<file path="config.mk">
export PLATFORM = sky130hd
export DESIGN_NAME = key_frame_filter
export DESIGN_NICKNAME = d
export VERILOG_FILES = /design/src/rtl/key_frame_filter.sv
export SDC_FILE = /design/constraint.sdc
export NUM_CORES = 1
export LEC_CHECK = 0
export CORE_MARGIN = 5
export CORE_UTILIZATION = 30
export DETAILED_ROUTE_END_ITERATION = 12
export GPL_TIMING_DRIVEN = 0
export RECOVER_POWER = 100
export SLEW_MARGIN = 40
export SYNTH_ARGS = -nofsm -noshare
export SYNTH_HDL_FRONTEND = slang
export SYNTH_SLANG_ARGS = --single-unit
</file>
<file path="constraint.sdc">
create_clock -name clock_54mhz -period 4.1 [get_ports clock_54mhz]
set_clock_uncertainty 0.15 [all_clocks]
set_input_delay 0.82 -clock clock_54mhz [delete_from_list [all_inputs] [get_ports clock_54mhz]]
set_output_delay 0.82 -clock clock_54mhz [all_outputs]
set_load 0.01 [all_outputs]
</file>
<file path="src/rtl/key_frame_filter.sv">
// Frame-rate key debouncer: snapshots raw key flags on each frame strobe, scans one
// key per cycle against per-key disagreement counters, then commits the result.
module key_frame_filter #(
    parameter int NUM_KEYS   = 17,
    parameter int ON_FRAMES  = 3,
    parameter int OFF_FRAMES = 2,
    parameter int CNT_W      = 4
) (
    input  logic                clock_54mhz,
    input  logic                reset_b,
    input  logic                frame_done,
    input  logic [NUM_KEYS-1:0] raw_keys,
    output logic [NUM_KEYS-1:0] key_num,
    output logic                note_ready,
    output logic                busy,
    output logic                overrun
);

    // state  | meaning
    // IDLE   | waiting for frame_done; snapshot raw_keys when it arrives
    // SCAN   | evaluate one key per cycle, idx 0..NUM_KEYS-1, into next_keys
    // COMMIT | publish next_keys to key_num, pulse note_ready on change

    localparam int IDX_W = (NUM_KEYS > 1) ? $clog2(NUM_KEYS) : 1;
    localparam logic [IDX_W-1:0] LAST_IDX = IDX_W'(NUM_KEYS - 1);
    localparam logic [CNT_W:0]   ON_THR   = (CNT_W+1)'(ON_FRAMES);
    localparam logic [CNT_W:0]   OFF_THR  = (CNT_W+1)'(OFF_FRAMES);
    localparam logic [CNT_W:0]   ONE_EXT  = (CNT_W+1)'(1);

    typedef enum logic [1:0] {
        IDLE   = 2'd0,
        SCAN   = 2'd1,
        COMMIT = 2'd2
    } state_t;

    state_t              state;
    logic [NUM_KEYS-1:0] snap;
    logic [NUM_KEYS-1:0] next_keys;
    logic [IDX_W-1:0]    idx;
    logic [CNT_W-1:0]    cnt [NUM_KEYS];

    logic             cur_raw;
    logic             cur_stable;
    logic [CNT_W-1:0] cur_cnt;
    logic [CNT_W:0]   cur_thr;
    logic             cur_flip;

    // Compare one bit wider than the counter so cnt+1 never wraps before the threshold test.
    always_comb begin
        cur_raw    = snap[idx];
        cur_stable = next_keys[idx];
        cur_cnt    = cnt[idx];
        cur_thr    = cur_stable ? OFF_THR : ON_THR;
        cur_flip   = (cur_raw != cur_stable) && (({1'b0, cur_cnt} + ONE_EXT) >= cur_thr);
    end

    always_ff @(posedge clock_54mhz or negedge reset_b) begin
        if (!reset_b) begin
            state      <= IDLE;
            snap       <= '0;
            next_keys  <= '0;
            idx        <= '0;
            key_num    <= '0;
            note_ready <= 1'b0;
            busy       <= 1'b0;
            overrun    <= 1'b0;
            for (int k = 0; k < NUM_KEYS; k++) begin
                cnt[k] <= '0;
            end
        end else begin
            note_ready <= 1'b0;
            if (frame_done && (state != IDLE)) begin
                overrun <= 1'b1;
            end
            case (state)
                IDLE: begin
                    if (frame_done) begin
                        snap      <= raw_keys;
                        next_keys <= key_num;
                        idx       <= '0;
                        busy      <= 1'b1;
                        state     <= SCAN;
                    end
                end
                SCAN: begin
                    if (cur_raw == cur_stable) begin
                        cnt[idx] <= '0;
                    end else if (cur_flip) begin
                        next_keys[idx] <= ~cur_stable;
                        cnt[idx]       <= '0;
                    end else begin
                        cnt[idx] <= cur_cnt + CNT_W'(1);
                    end
                    if (idx == LAST_IDX) begin
                        state <= COMMIT;
                    end else begin
                        idx <= idx + IDX_W'(1);
                    end
                end
                COMMIT: begin
                    key_num    <= next_keys;
                    note_ready <= (next_keys != key_num);
                    busy       <= 1'b0;
                    state      <= IDLE;
                end
                default: begin
                    busy  <= 1'b0;
                    state <= IDLE;
                end
            endcase
        end
    end

endmodule
</file>
==> metrics.yaml, run 1 <==
outcome:
  status: "finished with violations"
  violations: "capacitance limit, slew limit"
synth:
  synth_cell_type_count: 56
  synth-xor-area-share_pct: 3.16
  syn-num-nets: 558
  ys_seq_elements: 129
  synth_top_cell_by_area: "dfrtp_1"
  syn_inst: 532
  yosysWarnings: 0
  synth_flop_cell: "dfrtp_1"
  synth_top_family_by_area: "multiplexers"
  synthTopCellsByArea: "dfrtp_1 51%, mux2_2 9.3%, mux4_2 5.0%"
  synth_enable_flop_cells: 0
  synth-simple-area-share_pct: 15.2
  synth_async_sr_flop_share_pct: 100
  synth_top_cell_area_share_pct: 51.3
  synthMuxAreaShare_pct: 18.0
  synth.cell_area_um2: 6290
  ys_seq_area_share_pct: 51.3
  synthAdderAreaFrac_pct: 1.19
  postSynthAreaPerCell_um2: 11.8
  synth_compound_area_share_pct: 8.12
final_layout:
  area_delta_synth_final_pct: 20.9
  fin_nets: 620
  drive_gt1_share_pct: 20.3
  mostFrequentLayoutCells: "129 x dfrtp_1, 79 x nand2_1, 52 x mux2_2, 29 x nor2b_1, 23 x nor2_1"
  n_antenna_cell: 0
  final_common_cell: "dfrtp_1"
  final_util_pct: 36.5
critical_path:
  worstSetupStartpoint: "idx[1]"
  cp_max_fo: 19
  criticalPathCategory: "reg -> reg"
  cp.required_ns: 4.30
  r2r-start: "idx[1]"
  max_stage_delay_ns: 0.39
  crit_path_start_kind: "flip-flop"
  critical_path.endpoint_type: "flip-flop"
  worst_path_most_repeated_cell: "buf_6"
  critical_path.slowest_cell: "dfrtp_1"
  cp_cell_sequence: "buf_6, clkbuf_4, mux2i_1, o22ai_1, nor2_1, a22o_1, buf_6, ha_1, nand2b_1, a32oi_1, o311ai_0, nor2_1, o21a_1, and3_1, buf_6, buf_8, mux2_2"
  worstPathArrival_ns: 4.11
  r2r_cells: 17
global_routing:
  grt_pass1_vias: 4631
  antenna_found_initial: 0
  grt.overflow.total: 0
  grt_max_degree: 67
  grt_use_met2_pct: 21.8
  grt_use_met1_pct: 20.9
  grt_pass1_wl_um: 26900
  grtUsageTotal_pct: 14.5
  grt_busiest_layer: "met2"
  use_met3_pct: 2.97
detailed_routing:
  drc: 0
  routed_wl_um: 16700
  drt-pass1-iter-count: 7
  drtAntennaViolNets: 0
  post_drt_wl_per_cell_um: 18.9
  drtIter0Drc: 304
  via_count: 4486
  vias_per_cell: 5.09
sta:
  tightest_slew_ns: 1.63
  holdWs_ns: 0.324
  layout_min_cycle_time_ns: 3.91
  max_freq_mhz: 256
  finalSetupTns_ns: 0
  layout_setup_ws_ns: 0.190
  maxSlewViolCount: 132
  finalSetupViolations: 0
  period_share_pct: 95.4
  max_slew_margin_pct: -8.64
  hold_violations: 0
  rsz0062_at_grt: "false"
clock_tree:
  cts_htree_levels: 4
  cts-root-buf: "clkbuf_16"
  clk_pin_slew_ns: 0.06
  clock_latency_ns: 0.41
  cts_tree: "done"
  clock-sinks: 129
  cts_buffers: 17
  cts_max_path_buffers: 2
place:
  portBuffers: 39
  pre_cts_slack_ns: -0.425
  dp_hpwl_um: 11800
  globalplace.congestion: 0.914
run:
  max-cap-violations: 2
power:
  cellLeakagePower_nw: 3.46
  ir_drop_uv: 358
  power.density_nw_per_um2: 736
floorplan:
  die_y_um: 155
  dieWidth_um: 155
  die-area_um2: 24000
  pin_count: 40
  num_rows: 53
  core_um2: 20800
  start_util_pct: 30.2
worst_hold_path:
  hold_start: "overrun"
  hold_depth: 1
  holdCritPathClass: "reg -> reg"
## final timing paths
kind	end	slack [ns]
min in group asynchronous	state[0]	0.68
worst min register to register	overrun	0.32
worst max-delay path	cnt[61]	0.19
max in group asynchronous	cnt[18]	0.81
worst min-delay path	overrun	0.32
worst max register to register	cnt[61]	0.19
## power by group
part	switching [W]	internal, W
clock network	0.000524	0.000904
logic	0.00149	0.000969
registers	0.000191	0.00151
## repair_timing
action | 4_1_cts | 5_1_grt
setup buffers | 0 | 4
cloned | 0 | 0
pin swaps | 0 | 2
hold buffers | 0 | 0
gates resized for setup | 0 | 3
endpoints found under the setup margin | 51 | 34
## area by class of cell
| type | instances | area, µm² |
|---|---|---|
| Multi-Input combinational cell | 368 | 2870 |
| Clock buffer | 25 | 465 |
| Clock inverter | 6 | 82.6 |
| Sequential cell | 129 | 3230 |
| Tap cell | 275 | 344 |
| Fill cell | 2053 | 13200 |
| Buffer | 30 | 179 |
| Inverter | 4 | 15.0 |
| Timing Repair Buffer | 44 | 420 |
## synth_stat cells (3+ instances only)
| library cell | instances |
|---|---|
| nand2_1 | 79 |
| mux2i_1 | 12 |
| inv_1 | 3 |
| buf_4 | 5 |
| and2_1 | 7 |
| a21oi_1 | 4 |
| o22ai_1 | 15 |
| clkbuf_1 | 14 |
| nand3_1 | 12 |
| nor2b_1 | 29 |
| xor2_1 | 6 |
| nor3b_1 | 3 |
| mux4_2 | 14 |
| o21ai_0 | 3 |
| a31oi_1 | 6 |
| buf_6 | 3 |
| nor2_1 | 23 |
| a22oi_1 | 18 |
| mux4_1 | 3 |
| ha_1 | 6 |
| and3_1 | 11 |
| o21bai_1 | 3 |
| nor3_1 | 7 |
| xnor2_1 | 13 |
| nand2b_1 | 5 |
| dfrtp_1 | 129 |
| nand4_1 | 5 |
| mux2_2 | 52 |
| buf_2 | 6 |
## kinds of logic after synthesis
| kind of cell | count (synthesis) |
|---|---|
| and+or+nand+nor | 191 |
| DFF | 129 |
| muxes | 83 |
| AOI/OAI and AO/OA | 67 |
| buffers and inverters | 35 |
| xor gates and xnor gates | 21 |
| adders and majority gates | 6 |
## per-stage QoR
stage	std cells	area (µm²)	total power (W)
floorplan	532	6290	0.00332
global placement	846	7020	0.00401
detailed placement	847	7060	0.00410
CTS	877	7600	0.00554
global route	881	7600	0.00590
finish	881	7600	0.00559
## worst max-delay path, delay by kind of cell, from the launching register on
family          cells  cell delay, ns
compound gates      5            0.95
fa+ha+maj           1            0.25
buf+inv             5            0.97
flops               1            0.39
mux                 2            0.43
simple gates        4            0.68
## layer usage
metal,vias to the layer above,part of all wire (%)
li1,2043,-
met1,2280,46
met2,145,47
met3,18,5.3
met4,0,1.6
met5,-,0
## sequential cells by signal (all words and copies together), names as in the netlist
name / count
state: 2
note_ready: 1
next_keys: 17
snap: 17
busy: 1
cnt: 68
overrun: 1
idx: 5
key_num: 17
Power figures use the tool's default switching activity.
==> run 2: changes to the inputs <==
- SKIP_LAST_GASP: default -> 1
==> results of run 2 <==
No change in the layout: final DEF, timing and power equal those of run 1.
==> run 3: changes to the inputs <==
- CORE_MARGIN: 5 -> default
==> metrics.yaml, run 3 (synthesis results as in run 1) <==
outcome:
  status: "finished with violations"
  violations: "capacitance limit, slew limit"
power:
  power.density_nw_per_um2: 734  # -0.26%
  p_int_w: 0.00335  # -0.99%
  cellLeakagePower_nw: 3.47  # +0.20%
  pwr-share-comb_pct: 42.4  # -1.6 points
  ir_drop_uv: 358  # +0.12%
  p_sw_w: 0.00225  # +2.1%
  pwr-share-seq_pct: 30.4  # about the same
  swShare_pct: 40.2  # +0.74 points
  clkPwrFrac_pct: 27.2  # +1.7 points
sta:
  period_share_pct: 94.1  # -1.3 points
  rsz0062_at_grt: "false"
  hold_violations: 0  # unchanged
  max_freq_mhz: 259  # +1.4%
  layout_setup_ws_ns: 0.243  # +0.0525 ns
  max_slew_margin_pct: -113  # -100 points
  finalSetupViolations: 0  # unchanged
  maxSlewViolCount: 56  # -58%
  tightest_slew_ns: 3.19  # +1.56 ns
  layout_min_cycle_time_ns: 3.86  # -0.0525 ns
detailed_routing:
  routed-wl-met3_um: 682  # -22%
  drt-pass1-iter-count: 5  # -2
  met2WireLength_um: 7720  # -0.84%
  wl_met1_um: 7660  # -0.87%
  drtAntennaViolNets: 0  # unchanged
  via_count: 4434  # -1.2%
  drtIter0Drc: 313  # +3.0%
  vias_per_cell: 5.07  # -0.37%
  drc: 0  # unchanged
  dr.max_layer_used: "met4"
  post_drt_wl_per_cell_um: 18.8  # -0.48%
  routed_wl_um: 16400  # -1.3%
critical_path:
  critical_path.endpoint_type: "flip-flop"
  worst_path_most_repeated_cell: "buf_6"
  cp.buffers_inverters: 5  # unchanged
  cpLargestDelayFamily: "buffers and inverters"
  crit_path_start_kind: "flip-flop"
  cp.required_ns: 4.31  # about the same
  r2r-start: "idx[1]"
  worstPathArrival_ns: 4.07  # -0.04 ns
  cp_cell_sequence: "buf_6, clkbuf_4, mux2i_1, o22ai_1, nor2_1, a22o_1, buf_6, ha_1, nand2b_1, a32oi_1, o311ai_0, nor2_1, o21a_1, and3_1, buf_6, buf_8, mux2_2"
  worstSetupStartpoint: "idx[1]"
  critical_path.slowest_cell: "dfrtp_1"
  cp_max_fo: 19  # unchanged
  max_stage_delay_ns: 0.41  # +0.02 ns
  criticalPathCategory: "reg -> reg"
place:
  portBuffers: 39  # unchanged
  pre_cts_slack_ns: -0.302  # +0.123 ns
  globalplace.congestion: 0.869  # -4.9%
  dp_hpwl_um: 11800  # -0.58%
clock_tree:
  postCtsHoldBufs: 0  # unchanged
  cts-root-buf: "clkbuf_16"
  clk_pin_slew_ns: 0.06  # about the same
  cts_max_path_buffers: 2  # unchanged
  cts_htree_levels: 4  # unchanged
  cts_buffers: 17  # unchanged
  cts_tree: "done"
  clock_latency_ns: 0.43  # +0.02 ns
  clock-sinks: 129  # unchanged
final_layout:
  drive_gt1_share_pct: 20.7  # +0.40 points
  mostFrequentLayoutCells: "129 x dfrtp_1, 79 x nand2_1, 52 x mux2_2, 29 x nor2b_1, 23 x nor2_1"
  final_util_pct: 37.5  # +1.0 points
  n_antenna_cell: 0  # unchanged
  final_common_cell: "dfrtp_1"
  top_register: "cnt"
  fillCellCount: 1954  # -4.8%
  area_delta_synth_final_pct: 21.5
  largest_reg_flops: 68  # unchanged
  fin_nets: 617  # -0.48%
floorplan:
  start_util_pct: 30.9  # +0.68 points
  core_um2: 20400  # -2.2%
  die_y_um: 147  # -5.2%
  num_rows: 52  # -1.9%
  die-area_um2: 21500  # -10%
  pin_count: 40  # unchanged
  dieWidth_um: 147  # -5.2%
global_routing:
  grtUsageTotal_pct: 16.5  # +2.0 points
  grt_pass1_wl_um: 26800  # -0.36%
  grt_pass1_vias: 4713  # +1.8%
  antenna_found_initial: 0  # unchanged
  grt_max_degree: 75  # +12%
  grt.overflow.total: 0  # unchanged
worst_hold_path:
  hold_start: "overrun"
  holdCritPathClass: "reg -> reg"
run:
  max-cap-violations: 1  # -1
run 3: cell types whose count changed in the layout (fill, tap and decap cells not counted), sizes merged:
cell,delta
clkinvlp,+2
clkbuf,-11
inv,+7
run 3: timing repair:
| action | 4_1_cts | 5_1_grt |
|---|---|---|
| pin swaps | 0 | 1 |
| gates resized for setup | 0 | 3 |
| setup buffers | 0 | 1 |
| setup endpoints to repair | 51 | 31 |
run 3: per-stage QoR:
step	area (µm²)	setup TNS [ns]	std cells	hold slack, ns	total power [W]
final	7640	0	874	0.322	0.00561
after global routing	7640	0	874	0.354	0.00592
after CTS	7640	0	873	0.171	0.00561
after detailed placement	7050	-9.09	842	0.313	0.00407
after global placement	7020	-371.58	841	0.301	0.00403
after floorplan	6290	0	532	0.290	0.00332
run 3: worst register-to-register path, stage by stage (launching register included):
cell      delay [ns]
dfrtp_1         0.41
buf_6           0.17
clkbuf_4        0.29
mux2i_1         0.27
o22ai_1         0.12
nor2_1          0.12
a22o_1          0.21
buf_6           0.23
ha_1            0.25
nand2b_1        0.14
a32oi_1         0.15
o311ai_0        0.15
nor2_1          0.20
o21a_1          0.26
and3_1          0.23
buf_6           0.15
buf_8           0.13
mux2_2          0.15
run 3: power groups by stage:
stage	sequential [W]	combinational (W)	clock (W)
after global routing	0.00173	0.00258	0.00161
after floorplan	0.00168	0.00164	0
final	0.00170	0.00238	0.00153
after detailed placement	0.00172	0.00234	0
after global placement	0.00171	0.00232	0
after CTS	0.00170	0.00235	0.00155
run 3: per-layer routing:
| layer | vias up | track usage (%) |
|---|---|---|
| li1 | 2032 | - |
| met1 | 2267 | 22.3 |
| met2 | 111 | 25.3 |
| met3 | 24 | 4.01 |
| met4 | 0 | 7.08 |
| met5 | - | 0 |
run 3: worst paths after layout:
path	slack (ns)	cells after the start	end
min in group asynchronous	1.30	1	busy
setup / recovery	0.24	17	cnt[61]
setup reg to reg	0.24	17	cnt[61]
hold / removal	0.32	1	overrun
max in group asynchronous	0.69	1	cnt[19]
hold reg to reg	0.32	1	overrun
run 3: layout make-up:
type,count,area [µm²],area share (%)
Sequential cell,129,3230,42.2
Multi-Input combinational cell,368,2870,37.5
Clock buffer,17,425,5.57
Timing Repair Buffer,41,419,5.49
Tap cell,270,338,4.42
Buffer,30,180,2.36
Clock inverter,15,170,2.23
Inverter,4,15.0,0.196
